--- src/rtl/load_store_unit.sv ---
// load_store_unit
//   Converts one byte/halfword/word load or store per handshake into an
//   aligned word access on a word-organised data memory. Stores get byte
//   enables and lane-replicated data; loads are extracted from the read word
//   and sign- or zero-extended. Misaligned, reserved-size and out-of-range
//   accesses are reported on rsp_error and never strobe the memory.
//
// Ports:
//   clk, nrst          clock, synchronous active-low reset
//   req_valid/ready    request handshake (req_ready high only in IDLE)
//   req_write          1 = store, 0 = load
//   req_size           00 byte, 01 half, 10 word, 11 reserved
//   req_unsigned       load zero-extend (1) / sign-extend (0)
//   req_addr/wdata     byte address, right-justified store data
//   rsp_valid/ready    response handshake
//   rsp_rdata          extended load data (0 for stores and errors)
//   rsp_error          access trapped
//   mem_*              word-aligned memory port; mem_read_data is combinational
module load_store_unit #(
  parameter int unsigned WORDS = 128
) (
  input  logic        clk,
  input  logic        nrst,
  input  logic        req_valid,
  output logic        req_ready,
  input  logic        req_write,
  input  logic [1:0]  req_size,
  input  logic        req_unsigned,
  input  logic [31:0] req_addr,
  input  logic [31:0] req_wdata,
  output logic        rsp_valid,
  input  logic        rsp_ready,
  output logic [31:0] rsp_rdata,
  output logic        rsp_error,
  output logic [31:0] mem_address,
  output logic [31:0] mem_write_data,
  output logic [3:0]  mem_byte_enable,
  output logic        mem_write_enable,
  input  logic [31:0] mem_read_data
);

  typedef enum logic [1:0] {IDLE, ACCESS, RESP} state_t;

  state_t      state, state_next;
  logic        write_q;
  logic [1:0]  size_q;
  logic        unsigned_q;
  logic [31:0] addr_q;
  logic [31:0] wdata_q;
  logic [31:0] rdata_q;
  logic        error_q;

  logic        err;
  logic [3:0]  be;
  logic [31:0] lane;
  logic [31:0] load_data;

  // Error detection on the captured request
  always_comb begin
    err = 1'b0;
    case (size_q)
      2'b01:   err = addr_q[0];
      2'b10:   err = (addr_q[1:0] != 2'b00);
      2'b11:   err = 1'b1;
      default: err = 1'b0;
    endcase
    if ({2'b00, addr_q[31:2]} >= WORDS) err = 1'b1;
  end

  // Byte enables, replicated store data and load extraction
  always_comb begin
    be             = 4'b1111;
    mem_write_data = wdata_q;
    lane           = mem_read_data >> {addr_q[1:0], 3'b000};
    load_data      = lane;
    case (size_q)
      2'b00: begin
        be             = 4'b0001 << addr_q[1:0];
        mem_write_data = {4{wdata_q[7:0]}};
        load_data      = unsigned_q ? {24'h0, lane[7:0]}
                                    : {{24{lane[7]}}, lane[7:0]};
      end
      2'b01: begin
        be             = 4'b0011 << {addr_q[1], 1'b0};
        mem_write_data = {2{wdata_q[15:0]}};
        load_data      = unsigned_q ? {16'h0, lane[15:0]}
                                    : {{16{lane[15]}}, lane[15:0]};
      end
      default: ;
    endcase
  end

  // Address and store data come straight from the captured registers, so
  // they hold their last values outside ACCESS without extra flops.
  assign mem_address      = {addr_q[31:2], 2'b00};
  assign mem_write_enable = (state == ACCESS) && !err && write_q;
  assign mem_byte_enable  = mem_write_enable ? be : '0;

  assign req_ready = (state == IDLE);
  assign rsp_valid = (state == RESP);
  assign rsp_rdata = rdata_q;
  assign rsp_error = error_q;

  always_comb begin
    state_next = state;
    case (state)
      IDLE:    if (req_valid) state_next = ACCESS;
      ACCESS:  state_next = RESP;
      RESP:    if (rsp_ready) state_next = IDLE;
      default: state_next = IDLE;
    endcase
  end

  always_ff @(posedge clk) begin
    if (!nrst) begin
      state      <= IDLE;
      write_q    <= 1'b0;
      size_q     <= '0;
      unsigned_q <= 1'b0;
      addr_q     <= '0;
      wdata_q    <= '0;
      rdata_q    <= '0;
      error_q    <= 1'b0;
    end else begin
      state <= state_next;
      if (state == IDLE && req_valid) begin
        write_q    <= req_write;
        size_q     <= req_size;
        unsigned_q <= req_unsigned;
        addr_q     <= req_addr;
        wdata_q    <= req_wdata;
      end
      if (state == ACCESS) begin
        rdata_q <= (err || write_q) ? '0 : load_data;
        error_q <= err;
      end
    end
  end

endmodule

--- config.mk ---
export PLATFORM = sky130hd
export DESIGN_NAME = load_store_unit
export DESIGN_NICKNAME = d
export VERILOG_FILES = /design/src/rtl/load_store_unit.sv
export SDC_FILE = /design/constraint.sdc
export NUM_CORES = 1
export LEC_CHECK = 0
export ABC_AREA = 1
export CORE_MARGIN = 1.5
export CORE_UTILIZATION = 44
export DETAILED_ROUTE_END_ITERATION = 7
export GPL_TIMING_DRIVEN = 0
export MAX_ROUTING_LAYER = met4
export PLACE_DENSITY = 0.9
export SLEW_MARGIN = 40
export SYNTH_ARGS = -nofsm -noshare
export SYNTH_HDL_FRONTEND = slang
export SYNTH_SLANG_ARGS = --single-unit
--- constraint.sdc ---
create_clock -name clk -period 1.86 [get_ports clk]
set_input_delay 0.279 -clock clk [delete_from_list [all_inputs] [get_ports clk]]
set_output_delay 0.279 -clock clk [all_outputs]
set_load 0.05 [all_outputs]
==> results of run 1 <==
[layer usage]
metal  vias to the layer above  global-route usage (%)  wire length, um
li1                       2840                       -                -
met1                      2587                    32.3             6820
met2                       241                    48.6             8460
met3                        41                    5.99             1340
met4                         0                    11.8              577
met5                         -                       -                0
[power by group through the flow]
stage | combinational (W) | clock [W] | sequential [W]
after CTS | 0.00200 | 0.00207 | 0.00245
after floorplan | 0.00133 | 0 | 0.00247
after detailed placement | 0.00204 | 0 | 0.00250
final | 0.00202 | 0.00205 | 0.00246
after global routing | 0.00218 | 0.00216 | 0.00248
after global placement | 0.00203 | 0 | 0.00249
[kinds of logic after synthesis]
| logic type | count (synthesis) | synth area share, % |
|---|---|---|
| buf+inv | 112 | 12.2 |
| compound gates | 148 | 15.6 |
| other cells | 1 | 0.0726 |
| flops | 103 | 39.9 |
| simple gates | 390 | 32.2 |
[critical path, delay by kind of cell (launching register included)]
kind	cells	cell delay [ps]
AND/OR/NAND/NOR	7	840
flip-flops	1	340
buffers and inverters	1	150
[layout make-up]
class                           instances  area, um2
Fill cell                            1003       3630
Multi-Input combinational cell        540       2570
Sequential cell                       103       2080
Timing Repair Buffer                  210       1980
Buffer                                 89        574
Clock buffer                           10        239
Tap cell                              143        179
Inverter                               21       82.6
Clock inverter                          5       81.3
[placed cells by master, fill, tap and decap left out, types with 2 or more instances in the layout]
cell | synthesis | final
nand3_1 | 53 | 52
nand2_1 | 175 | 170
clkinvlp_4 | 0 | 2
nor2_2 | 2 | 9
nor2_1 | 140 | 127
clkbuf_2 | 0 | 2
bufinv_16 | 0 | 2
dfxtp_2 | 0 | 12
nor2_4 | 1 | 7
inv_1 | 16 | 13
nand3_2 | 12 | 13
conb_1 | 1 | 2
nand2_2 | 2 | 5
dlymetal6s2s_1 | 0 | 3
dfxtp_1 | 103 | 91
clkbuf_16 | 0 | 9
buf_2 | 10 | 17
buf_8 | 1 | 4
clkbuf_1 | 32 | 25
a21oi_1 | 53 | 50
dlygate4sd2_1 | 0 | 37
nor3_1 | 2 | 2
o21ai_1 | 4 | 8
clkdlybuf4s50_1 | 0 | 136
o211ai_1 | 4 | 4
o21ai_0 | 71 | 67
inv_2 | 3 | 5
clkinv_1 | 2 | 2
a22oi_1 | 6 | 6
a21oi_2 | 10 | 13
buf_6 | 4 | 7
clkbuf_4 | 0 | 2
nand2_4 | 1 | 3
buf_4 | 42 | 65
[repair_timing]
| item | in CTS | in global routing |
|---|---|---|
| setup endpoints to repair | 66 | 37 |
| resized for setup | 235 | 39 |
| pin swaps | 2 | 12 |
| buffers inserted | 3 | 2 |
[metrics by stage]
step | cells | hold slack (ps)
6_report | 1121 | 472
5_1_grt | 1121 | 493
4_1_cts | 1120 | 471
3_5_place_dp | 1103 | 459
3_3_place_gp | 1103 | 455
2_1_floorplan | 755 | 428
[sequential cells by signal (all words and copies together) (netlist names)]
name,cells
addr_q,32
rsp_error,1
rsp_rdata,32
size_q,2
state,2
unsigned_q,1
wdata_q,32
write_q,1
[path summary, 6_finish.rpt]
| check | startpoint | endpoint | slack [ps] | cells after the start |
|---|---|---|---|---|
| worst min register to register | rsp_rdata[3]$_SDFFE_PN0N_ | rsp_rdata[3]$_SDFFE_PN0N_ | 470 | 2 |
| worst max-delay path | addr_q[17]$_SDFFE_PN0P_ | mem_byte_enable[2] | -100 | 8 |
| worst max register to register | state[0]$_SDFFE_PN0P_ | wdata_q[11]$_SDFFE_PN0P_ | 160 | 5 |
| worst min-delay path | rsp_rdata[3]$_SDFFE_PN0N_ | rsp_rdata[3]$_SDFFE_PN0N_ | 470 | 2 |
==> impl_metrics.toml, run 1 <==
[global_route]
grt-ovfl-total = 0
grt_max_degree = 17
grt_pass1_vias = 5625
grt_pass1_wl_um = 27500
grt_use_total_pct = 28.4
antenna_found_initial = 0

[worst_setup_path]
worstPathCellList = "nor2_1, nand2_1, nor2_4, nand3_2, nor2_4, nand2_4, nor2_4, buf_8"
path_common_cell = "nor2_4"
max_stage_delay_ps = 340
start_kind = "register"
crit_fanout = 5
slowest_stage = "dfxtp_1"
setup.worst_path.class = "reg2out"
worstPathArrival_ps = 1680
critPathCaptureType = "output pin"
required_ps = 1580

[synth]
synth-edff-count = 0
synth_top_area_share_pct = 39.9
ys_warn_count = 0
synth_common_cells = "nand2_1 (175), nor2_1 (140), dfxtp_1 (103)"
syn_area_um2 = 5160
yosys.cell_types.count = 28
synth_cells = 754
async_reset_ff_share_pct = 0
synth_flop_cell = "dfxtp_1"
synthTopCellsByArea = "dfxtp_1 (40%), nand2_1 (13%), nor2_1 (10%)"
ys_seq_area_share_pct = 39.9
yosysMostFrequentCell = "nand2_1"
avgSynthCellArea_um2 = 6.85
synth-seq-cells = 103
synth_top_cell_by_area = "dfxtp_1"

[power_and_ir_drop]
irDropWorstVdd_uv = 539
powerDensity_nw_per_um2 = 839
p_seq_share_pct = 37.7
p_sw_w = 0.00224
leakagePower_nw = 3.43
p_clk_share_pct = 31.4
p_comb_share_pct = 30.9
power_w = 0.00654
netSwitchingFraction_pct = 34.3
internal-power_w = 0.00430

[job]
drv_cap = 0

[timing]
setup_viol = 5
setup_tns_ps = -353
timing.final.hold_violations = 0
fmax_mhz = 511
post-route-period-util_pct = 105
worst_slack_ps = -96.4
rsz0062_at_grt = "true"
worst_pin_slew_ps = 600
period_minus_slack_ps = 1960
max_slew_margin_pct = 60.0
finClkSkew_ps = 6.68
slew_violations = 0

[drt]
first_pass_iters = 6
antenna_left = 0
vias = 5709
drt-total-wl_um = 17200
first_iter_violations = 353
viasPerCell = 5.09
drc_errors = 0
avgRoutedWirePerCell_um = 15.3

[placed_design]
placed_area_um2 = 7400
gp_congestion = 0.974
port_buffers = 205
place_hpwl_um = 13100
pre_cts_slack_ps = -691

[layout]
fin_nets = 1078
diodes = 0
utilization_pct = 68.2
drive_above_1_share_pct = 18.6
syn2layout_area_growth_pct = 50.9
fin_area_um2 = 7790

[clocking]
cts-root-buf = "clkbuf_16"
cts.htree.levels = 3
tritoncts = "built"
cts_hold_buf = 0
clk_latency_ps = 350
cts_buffer_depth = 2
cts.sinks = 103
numCtsBuffers = 9
path_clk_slew_ps = 70

[die]
die-area_um2 = 12400
fp.dieH_um = 111
die-width_um = 111
rows = 39
core_region_area_um2 = 11400
initial_utilization_pct = 45.2
ioPinCount = 208

[worst_hold_path]
hp-class = "reg2reg"

[status]
status = "finished, violations left"
failed_checks = "setup timing"
(Power assumes the default switching activity.)
==> run 2, diff against run 1 <==
- SLEW_MARGIN: 40 -> not set
==> results of run 2 <==
Same layout as run 1: the final DEF is identical, and so are final timing and power.
